===== src/rtl/dat_phys_pkg.sv =====
// Shared definitions for the SD DAT-line transfer engine: default widths and FSM state encoding.
package dat_phys_pkg;

  localparam int unsigned DAT_DATA_W    = 32;
  localparam int unsigned DAT_BLK_CNT_W = 8;
  localparam int unsigned DAT_TIMEOUT_W = 16;

  typedef enum logic [3:0] {
    ST_IDLE     = 4'd0,
    ST_WR_FETCH = 4'd1,
    ST_WR_LOAD  = 4'd2,
    ST_WR_SEND  = 4'd3,
    ST_WR_CRC   = 4'd4,
    ST_WR_BUSY  = 4'd5,
    ST_RD_WAIT  = 4'd6,
    ST_RD_STORE = 4'd7,
    ST_DONE     = 4'd8,
    ST_ERROR    = 4'd9
  } dat_state_e;

  function automatic logic is_terminal(input dat_state_e s);
    return (s == ST_DONE) || (s == ST_ERROR);
  endfunction

endpackage


===== src/rtl/dat_timeout_counter.sv =====
// Cycle counter that flags expiry on the cycle it would reach the programmed limit.
// A limit of zero disables expiry.
module dat_timeout_counter #(
  parameter int unsigned TIMEOUT_W = 16
) (
  input  logic                 clk,
  input  logic                 rst_n,
  input  logic                 clear,
  input  logic                 enable,
  input  logic [TIMEOUT_W-1:0] limit,
  output logic                 expired
);

  logic [TIMEOUT_W-1:0] count_q, count_d;

  always_comb begin
    count_d = count_q;
    if (clear) begin
      count_d = '0;
    end else if (enable) begin
      count_d = count_q + TIMEOUT_W'(1);
    end
  end

  always_ff @(posedge clk or negedge rst_n) begin
    if (!rst_n) begin
      count_q <= '0;
    end else begin
      count_q <= count_d;
    end
  end

  // count_q holds the number of cycles already spent, so this is the limit-th counting cycle.
  assign expired = enable && (limit != '0) && (count_q >= (limit - TIMEOUT_W'(1)));

endmodule


===== src/rtl/dat_phys_engine.sv =====
// SD DAT-line transfer engine: sequences FIFO, serialiser wrapper and pad for multi-block
// reads and writes, with CRC-status check, DAT0 busy wait, timeout and abort.
module dat_phys_engine
  import dat_phys_pkg::*;
#(
  parameter int unsigned DATA_W    = DAT_DATA_W,
  parameter int unsigned BLK_CNT_W = DAT_BLK_CNT_W,
  parameter int unsigned TIMEOUT_W = DAT_TIMEOUT_W
) (
  input  logic                 sd_clock,
  input  logic                 reset,
  input  logic                 strobe_in,
  input  logic                 write_read,
  input  logic                 multiple,
  input  logic [BLK_CNT_W-1:0] blocks,
  input  logic [TIMEOUT_W-1:0] timeout_reg,
  input  logic                 idle_in,
  input  logic                 ack_in,
  output logic                 serial_ready,
  output logic                 complete,
  output logic                 ack_out,
  output logic                 data_timeout,
  output logic                 crc_error,
  output logic [BLK_CNT_W-1:0] blocks_done,
  input  logic                 transmission_complete,
  input  logic                 reception_complete,
  input  logic                 crc_status_ok,
  input  logic                 dat0_busy,
  input  logic [DATA_W-1:0]    data_read,
  output logic                 reset_wrapper,
  output logic                 load_send,
  output logic                 enable_pts_wrapper,
  output logic                 enable_stp_wrapper,
  output logic                 waiting_response,
  output logic [DATA_W-1:0]    data_parallel,
  output logic                 pad_state,
  output logic                 pad_enable,
  input  logic                 fifo_empty,
  input  logic                 fifo_full,
  input  logic [DATA_W-1:0]    data_from_fifo,
  output logic                 fifo_pop,
  output logic                 fifo_push,
  output logic [DATA_W-1:0]    data_to_fifo
);

  dat_state_e state_q, state_d;

  logic [BLK_CNT_W-1:0] blocks_q, blocks_d;
  logic [BLK_CNT_W-1:0] blocks_done_q, blocks_done_d;
  logic                 multiple_q, multiple_d;
  logic                 last_q, last_d;
  logic                 data_timeout_q, data_timeout_d;
  logic                 crc_error_q, crc_error_d;
  logic                 serial_ready_q, serial_ready_d;
  logic                 rw_pulse_q, rw_pulse_d;
  logic [DATA_W-1:0]    data_parallel_q, data_parallel_d;
  logic [DATA_W-1:0]    data_to_fifo_q, data_to_fifo_d;

  logic latch_req, inc_blk, set_crc, set_to, ld_tx, ld_rx;
  logic to_enable, to_clear, to_expired;

  logic [BLK_CNT_W:0]   eff_blocks, blk_plus;
  logic [BLK_CNT_W-1:0] blk_sat;
  logic                 inc_last;

  // Block-count arithmetic: one bit wider so the saturation and last-block tests never wrap.
  assign eff_blocks = (blocks_q == '0) ? (BLK_CNT_W+1)'(1) : {1'b0, blocks_q};
  assign blk_plus   = {1'b0, blocks_done_q} + (BLK_CNT_W+1)'(1);
  assign blk_sat    = blk_plus[BLK_CNT_W] ? blocks_done_q : blk_plus[BLK_CNT_W-1:0];
  assign inc_last   = !multiple_q || (blk_plus == eff_blocks);

  assign to_enable = (state_q == ST_WR_CRC) || (state_q == ST_RD_WAIT) ||
                     ((state_q == ST_WR_BUSY) && dat0_busy);
  assign to_clear  = (state_d != state_q);

  dat_timeout_counter #(
    .TIMEOUT_W (TIMEOUT_W)
  ) u_timeout (
    .clk     (sd_clock),
    .rst_n   (reset),
    .clear   (to_clear),
    .enable  (to_enable),
    .limit   (timeout_reg),
    .expired (to_expired)
  );

  always_comb begin
    state_d    = state_q;
    latch_req  = 1'b0;
    inc_blk    = 1'b0;
    set_crc    = 1'b0;
    set_to     = 1'b0;
    ld_tx      = 1'b0;
    ld_rx      = 1'b0;
    rw_pulse_d = 1'b0;
    unique case (state_q)
      ST_IDLE: begin
        if (strobe_in) begin
          latch_req = 1'b1;
          state_d   = write_read ? ST_WR_FETCH : ST_RD_WAIT;
        end
      end
      ST_WR_FETCH: if (!fifo_empty) state_d = ST_WR_LOAD;
      ST_WR_LOAD: begin
        ld_tx   = 1'b1;
        state_d = ST_WR_SEND;
      end
      ST_WR_SEND: if (transmission_complete) state_d = ST_WR_CRC;
      ST_WR_CRC: begin
        if (reception_complete) begin
          if (crc_status_ok) begin
            inc_blk = 1'b1;
            state_d = ST_WR_BUSY;
          end else begin
            set_crc = 1'b1;
            state_d = ST_ERROR;
          end
        end else if (to_expired) begin
          set_to  = 1'b1;
          state_d = ST_ERROR;
        end
      end
      ST_WR_BUSY: begin
        if (!dat0_busy) begin
          if (last_q) begin
            state_d = ST_DONE;
          end else begin
            rw_pulse_d = 1'b1;
            state_d    = ST_WR_FETCH;
          end
        end else if (to_expired) begin
          set_to  = 1'b1;
          state_d = ST_ERROR;
        end
      end
      ST_RD_WAIT: begin
        if (reception_complete) begin
          ld_rx   = 1'b1;
          state_d = ST_RD_STORE;
        end else if (to_expired) begin
          set_to  = 1'b1;
          state_d = ST_ERROR;
        end
      end
      ST_RD_STORE: begin
        if (!fifo_full) begin
          inc_blk = 1'b1;
          if (inc_last) begin
            state_d = ST_DONE;
          end else begin
            rw_pulse_d = 1'b1;
            state_d    = ST_RD_WAIT;
          end
        end
      end
      ST_DONE, ST_ERROR: if (ack_in) state_d = ST_IDLE;
      default: state_d = ST_IDLE;
    endcase
    // Abort overrides every transition and every side effect of this cycle.
    if (idle_in) begin
      state_d    = ST_IDLE;
      latch_req  = 1'b0;
      inc_blk    = 1'b0;
      set_crc    = 1'b0;
      set_to     = 1'b0;
      ld_tx      = 1'b0;
      ld_rx      = 1'b0;
      rw_pulse_d = 1'b0;
    end
  end

  always_comb begin
    blocks_d        = blocks_q;
    multiple_d      = multiple_q;
    blocks_done_d   = blocks_done_q;
    last_d          = last_q;
    data_timeout_d  = data_timeout_q;
    crc_error_d     = crc_error_q;
    data_parallel_d = data_parallel_q;
    data_to_fifo_d  = data_to_fifo_q;
    serial_ready_d  = (state_d == ST_IDLE);
    if (latch_req) begin
      blocks_d       = blocks;
      multiple_d     = multiple;
      blocks_done_d  = '0;
      last_d         = 1'b0;
      data_timeout_d = 1'b0;
      crc_error_d    = 1'b0;
    end
    if (inc_blk) begin
      blocks_done_d = blk_sat;
      last_d        = inc_last;
    end
    if (set_crc) crc_error_d     = 1'b1;
    if (set_to)  data_timeout_d  = 1'b1;
    if (ld_tx)   data_parallel_d = data_from_fifo;
    if (ld_rx)   data_to_fifo_d  = data_read;
  end

  always_ff @(posedge sd_clock or negedge reset) begin
    if (!reset) begin
      state_q         <= ST_IDLE;
      blocks_q        <= '0;
      multiple_q      <= 1'b0;
      blocks_done_q   <= '0;
      last_q          <= 1'b0;
      data_timeout_q  <= 1'b0;
      crc_error_q     <= 1'b0;
      serial_ready_q  <= 1'b0;
      rw_pulse_q      <= 1'b0;
      data_parallel_q <= '0;
      data_to_fifo_q  <= '0;
    end else begin
      state_q         <= state_d;
      blocks_q        <= blocks_d;
      multiple_q      <= multiple_d;
      blocks_done_q   <= blocks_done_d;
      last_q          <= last_d;
      data_timeout_q  <= data_timeout_d;
      crc_error_q     <= crc_error_d;
      serial_ready_q  <= serial_ready_d;
      rw_pulse_q      <= rw_pulse_d;
      data_parallel_q <= data_parallel_d;
      data_to_fifo_q  <= data_to_fifo_d;
    end
  end

  always_comb begin
    load_send          = 1'b0;
    enable_pts_wrapper = 1'b0;
    enable_stp_wrapper = 1'b0;
    waiting_response   = 1'b0;
    pad_state          = 1'b0;
    pad_enable         = 1'b0;
    complete           = 1'b0;
    unique case (state_q)
      ST_WR_LOAD: begin
        pad_state  = 1'b1;
        pad_enable = 1'b1;
      end
      ST_WR_SEND: begin
        load_send          = 1'b1;
        enable_pts_wrapper = 1'b1;
        pad_state          = 1'b1;
        pad_enable         = 1'b1;
      end
      ST_WR_CRC: begin
        pad_enable         = 1'b1;
        enable_stp_wrapper = 1'b1;
        waiting_response   = 1'b1;
      end
      ST_WR_BUSY: pad_enable = 1'b1;
      ST_RD_WAIT, ST_RD_STORE: begin
        pad_enable         = 1'b1;
        enable_stp_wrapper = 1'b1;
      end
      ST_DONE, ST_ERROR: complete = 1'b1;
      default: ;
    endcase
  end

  // IDLE is the reset state, so these are zero during reset apart from reset_wrapper.
  assign reset_wrapper = (state_q == ST_IDLE) || is_terminal(state_q) || rw_pulse_q;
  assign fifo_pop      = (state_q == ST_WR_FETCH) && !fifo_empty && !idle_in;
  assign fifo_push     = (state_q == ST_RD_STORE) && !fifo_full && !idle_in;
  assign ack_out       = complete && ack_in;
  assign serial_ready  = serial_ready_q;
  assign data_timeout  = data_timeout_q;
  assign crc_error     = crc_error_q;
  assign blocks_done   = blocks_done_q;
  assign data_parallel = data_parallel_q;
  assign data_to_fifo  = data_to_fifo_q;

endmodule


===== config.mk =====
export PLATFORM = sky130hd
export DESIGN_NAME = dat_phys_engine
export DESIGN_NICKNAME = d
export VERILOG_FILES = /design/src/rtl/dat_phys_pkg.sv /design/src/rtl/dat_timeout_counter.sv /design/src/rtl/dat_phys_engine.sv
export SDC_FILE = /design/constraint.sdc
export NUM_CORES = 1
export LEC_CHECK = 0
export CAP_MARGIN = 20
export CELL_PAD_IN_SITES_DETAIL_PLACEMENT = 1
export CELL_PAD_IN_SITES_GLOBAL_PLACEMENT = 1
export CORE_MARGIN = 5
export CORE_UTILIZATION = 38
export CTS_CLUSTER_DIAMETER = 80
export DETAILED_ROUTE_END_ITERATION = 8
export HOLD_SLACK_MARGIN = 0.06
export PLACE_DENSITY = 0.83
export SYNTH_ARGS = -nofsm -noshare
export SYNTH_HDL_FRONTEND = slang
export SYNTH_HIERARCHICAL = 1
export SYNTH_SLANG_ARGS = --single-unit

===== constraint.sdc =====
create_clock -name sd_clock -period 6.9 [get_ports sd_clock]
set_clock_uncertainty 0.15 [all_clocks]
set_input_delay 2.07 -clock sd_clock [delete_from_list [all_inputs] [get_ports sd_clock]]
set_output_delay 2.07 -clock sd_clock [all_outputs]
set_load 0.02 [all_outputs]

==> summary.md <==
| Metric | Value |
|---|---|
| Status | completed |
| Setup TNS | 0 ns |
| Most frequent cells in the layout | clkdlybuf4s50_1 (181), dfrtp_1 (106), mux2_2 (45) |
| Grt met1 use | 23.0% |
| Hold Vio Cnt, Final | 0 |
| Sw Ratio | 34.7% |
| Compound-Gate Fraction of Synth Area | 9.09% |
| Fmax | 151 MHz |
| CP delay by family, top | simple AND/OR/NAND/NOR gates |
| Layer with the highest usage | met2 |
| Max-slew headroom | 41.9% |
| Clock slew at reported path FFs | 0.06 ns |
| Core Area | 14400 um^2 |
| HPWL Detailed | 13000 um |
| # nets final | 819 |
| CTS Buf Count | 9 |
| Synth Flop Type | dfrtp_1 |
| Die ar. | 17200 um^2 |
| Antenna Cells | 0 |
| Net Switching | 0.879 mW |
| Place WS | -0.365 ns |
| All-Layer GR Usage | 19.5% |
| Synth Area in Adders | 4.27% |
| Placed cell count | 867 |
| I/O Pins | 187 |
| Share of flip-flops with an asynchronous set or reset | 100% |
| Clock network power share | 22.1% |
| Chip height | 131 um |
| Max-Cap Viols | 0 |
| Synth cell types | 62 |
| DR vias/cell | 5.25 |
| Initial antenna violation count | 1 |
| Worst Setup End Kind | flip-flop |
| WHS | 0.342 ns |
| Buf+Inv Stages, Crit Path | 1 |
| First-pass GRT wire length | 26600 um |
| Post-synthesis mux area share | 15.5% |
| CTS Hold Bufs | 0 |
| Hold depth | 1 |
| # setup viols final | 0 |
| Drc violations | 0 |
| Hold Crit Class | flip-flop to flip-flop |
| Slew Viols, Final | 0 |
| Wire per inst | 19.0 um |
| Crit path time final | 6.61 ns |
| Mapped Cells | 501 |
| Synth Register Bits | 106 |
| Synth-to-layout area growth | 45.9% |
| Avg Inst Size Synth | 11.1 um^2 |
| Most common cell after layout, fill and taps aside | clkdlybuf4s50_1 |
| Sequential fraction of the synthesis area | 47.7% |
| CP Depth | 26 |
| CP most frequent cell | nor2_1 |
| Initial core utilization | 38.6% |
| Post-synth EDFFs | 0 |
| Clock Tree Root | clkbuf_16 |
| CTS H-tree lvls | 3 |
| Antenna Nets Post-Route | 0 |
| Worst reg2reg path depth | 21 |
| Critical Path AT | 6.69 ns |
| CP Launch Type | input pin |
| Clock buffer depth | 2 |
| Main combinational cell family by area after synthesis | multiplexers |
| Critical path type | input pin to flip-flop |
| Chip width | 131 um |
| Largest net degree at the start of global routing | 56 |
| Slew @ Worst Pin | 0.867 ns |
| Synth Area in XOR/XNOR | 5.83% |
| Final worst path period share | 95.8% |
| Pwr dens | 312 nW/um^2 |
| Drt pass-1 iters | 4 |
| Layout cell share with drive strength beyond 1 | 16.2% |
| CTS tree | done |
| Worst Path Required | 6.98 ns |
| Starting DRT DRC Count | 187 |
| GR Layer Usage met2 | 35.8% |
| Int Pwr | 1.66 mW |
| Vias in the first global route | 5222 |
| FP Rows | 44 |
| Comb pwr share | 40.9% |
| Leakage | 3.43 nW |
| Worst skew pair latency | 0.35 ns |
| Final worst slack | 0.290 ns |
| GRT overflow | 0 |
| Routability congestion estimate from global placement | 0.898 |
| Final WL | 16900 um |
| CTS sink cnt | 106 |
| Part of the power in registers | 37.1% |
| Post-Synth Simple-Gate Area | 15.2% |
| DR vias | 4660 |
| Synthesized cell area | 5560 um^2 |
| Worst path slowest cell | or3_1 |
| Worst path max stage delay | 0.48 ns |
| Max IR drop VDD | 0.000140 V |
| PortBufs | 186 |
| Fin util | 56.3% |
| CP max FO | 6 |
| Final std cells w/o fill | 888 |
| Synth Warn # | 6 |
| Met3 Track Usage GR | 4.51% |
| Synthesized Nets | 621 |
-- cells in the mapped netlist (11+ instances only) --
cell	number	area, um^2
inv_1	11	41.3
o21ai_0	15	75.1
xor2_1	14	123
mux2_1	29	327
ha_1	19	238
nand3_1	13	65.1
dfrtp_1	106	2650
mux2_2	45	507
a21oi_1	16	80.1
xnor2_1	23	201
nand2_1	33	124
nor2_1	46	173
-- metal layers --
metal  part of all wire (%)  wire length (um)
met1                     39              6620
met4                    1.8               299
met2                     54              9040
met3                    5.4               906
met5                   0.12                20
-- cell type report --
cell class | count | area [um^2]
Clock inverter | 7 | 98.8
Tap cell | 184 | 230
Sequential cell | 106 | 2650
Clock buffer | 9 | 225
Multi-Input combinational cell | 363 | 2830
Inverter | 11 | 41.3
Fill cell | 1543 | 6310
Timing Repair Buffer | 208 | 2030
-- metrics by stage --
stage	total power, mW	area (um^2)
global placement	1.94	7690
finish	2.54	8120
floorplan	1.45	5560
global route	2.67	8120
detailed placement	1.99	7690
CTS	2.56	8010
-- cells by family after synthesis --
family,Yosys count
XOR/XNOR,37
flip-flops,106
buffers and inverters,32
adder cells (fa/ha/maj),19
AO/OA/AOI/OAI,77
AND/OR/NAND/NOR,153
multiplexers,77
-- power by group through the flow --
stage	sequential [mW]	combinational, mW	clock [mW]
global route	0.963	1.11	0.602
global placement	0.934	1.01	0
CTS	0.940	1.04	0.578
detailed placement	0.952	1.04	0
floorplan	1.11	0.342	0
finish	0.940	1.04	0.559
-- what timing repair did --
item / in CTS / in global routing
resized for setup: 0 / 15
hold endpoints to repair: 0 / 0
endpoints found under the setup margin: 0 / 13
setup buffers: 0 / 5
-- worst paths after layout --
check                                                 start                           endpoint  slack, ns
hold / removal                data_parallel[11]$_DFFE_PN0P_      data_parallel[11]$_DFFE_PN0P_       0.34
min in group asynchronous                             reset            blocks_q[6]$_DFFE_PN0P_       1.62
max in group asynchronous                             reset  u_timeout/count_q[15]$_DFFE_PN0P_       3.84
setup / recovery                             timeout_reg[2]  u_timeout/count_q[13]$_DFFE_PN0P_       0.29
hold reg to reg               data_parallel[11]$_DFFE_PN0P_      data_parallel[11]$_DFFE_PN0P_       0.34
setup reg to reg           u_timeout/count_q[0]$_DFFE_PN0P_  u_timeout/count_q[13]$_DFFE_PN0P_       2.69
-- sequential cells by signal, summed over array words and instances (netlist names) --
name               flops
data_timeout           1
serial_ready           1
state_q                4
u_timeout/count_q     16
data_parallel         32
data_to_fifo          32
blocks_done            8
rw_pulse_q             1
last_q                 1
multiple_q             1
blocks_q               8
crc_error              1
(Power assumes the default switching activity.)
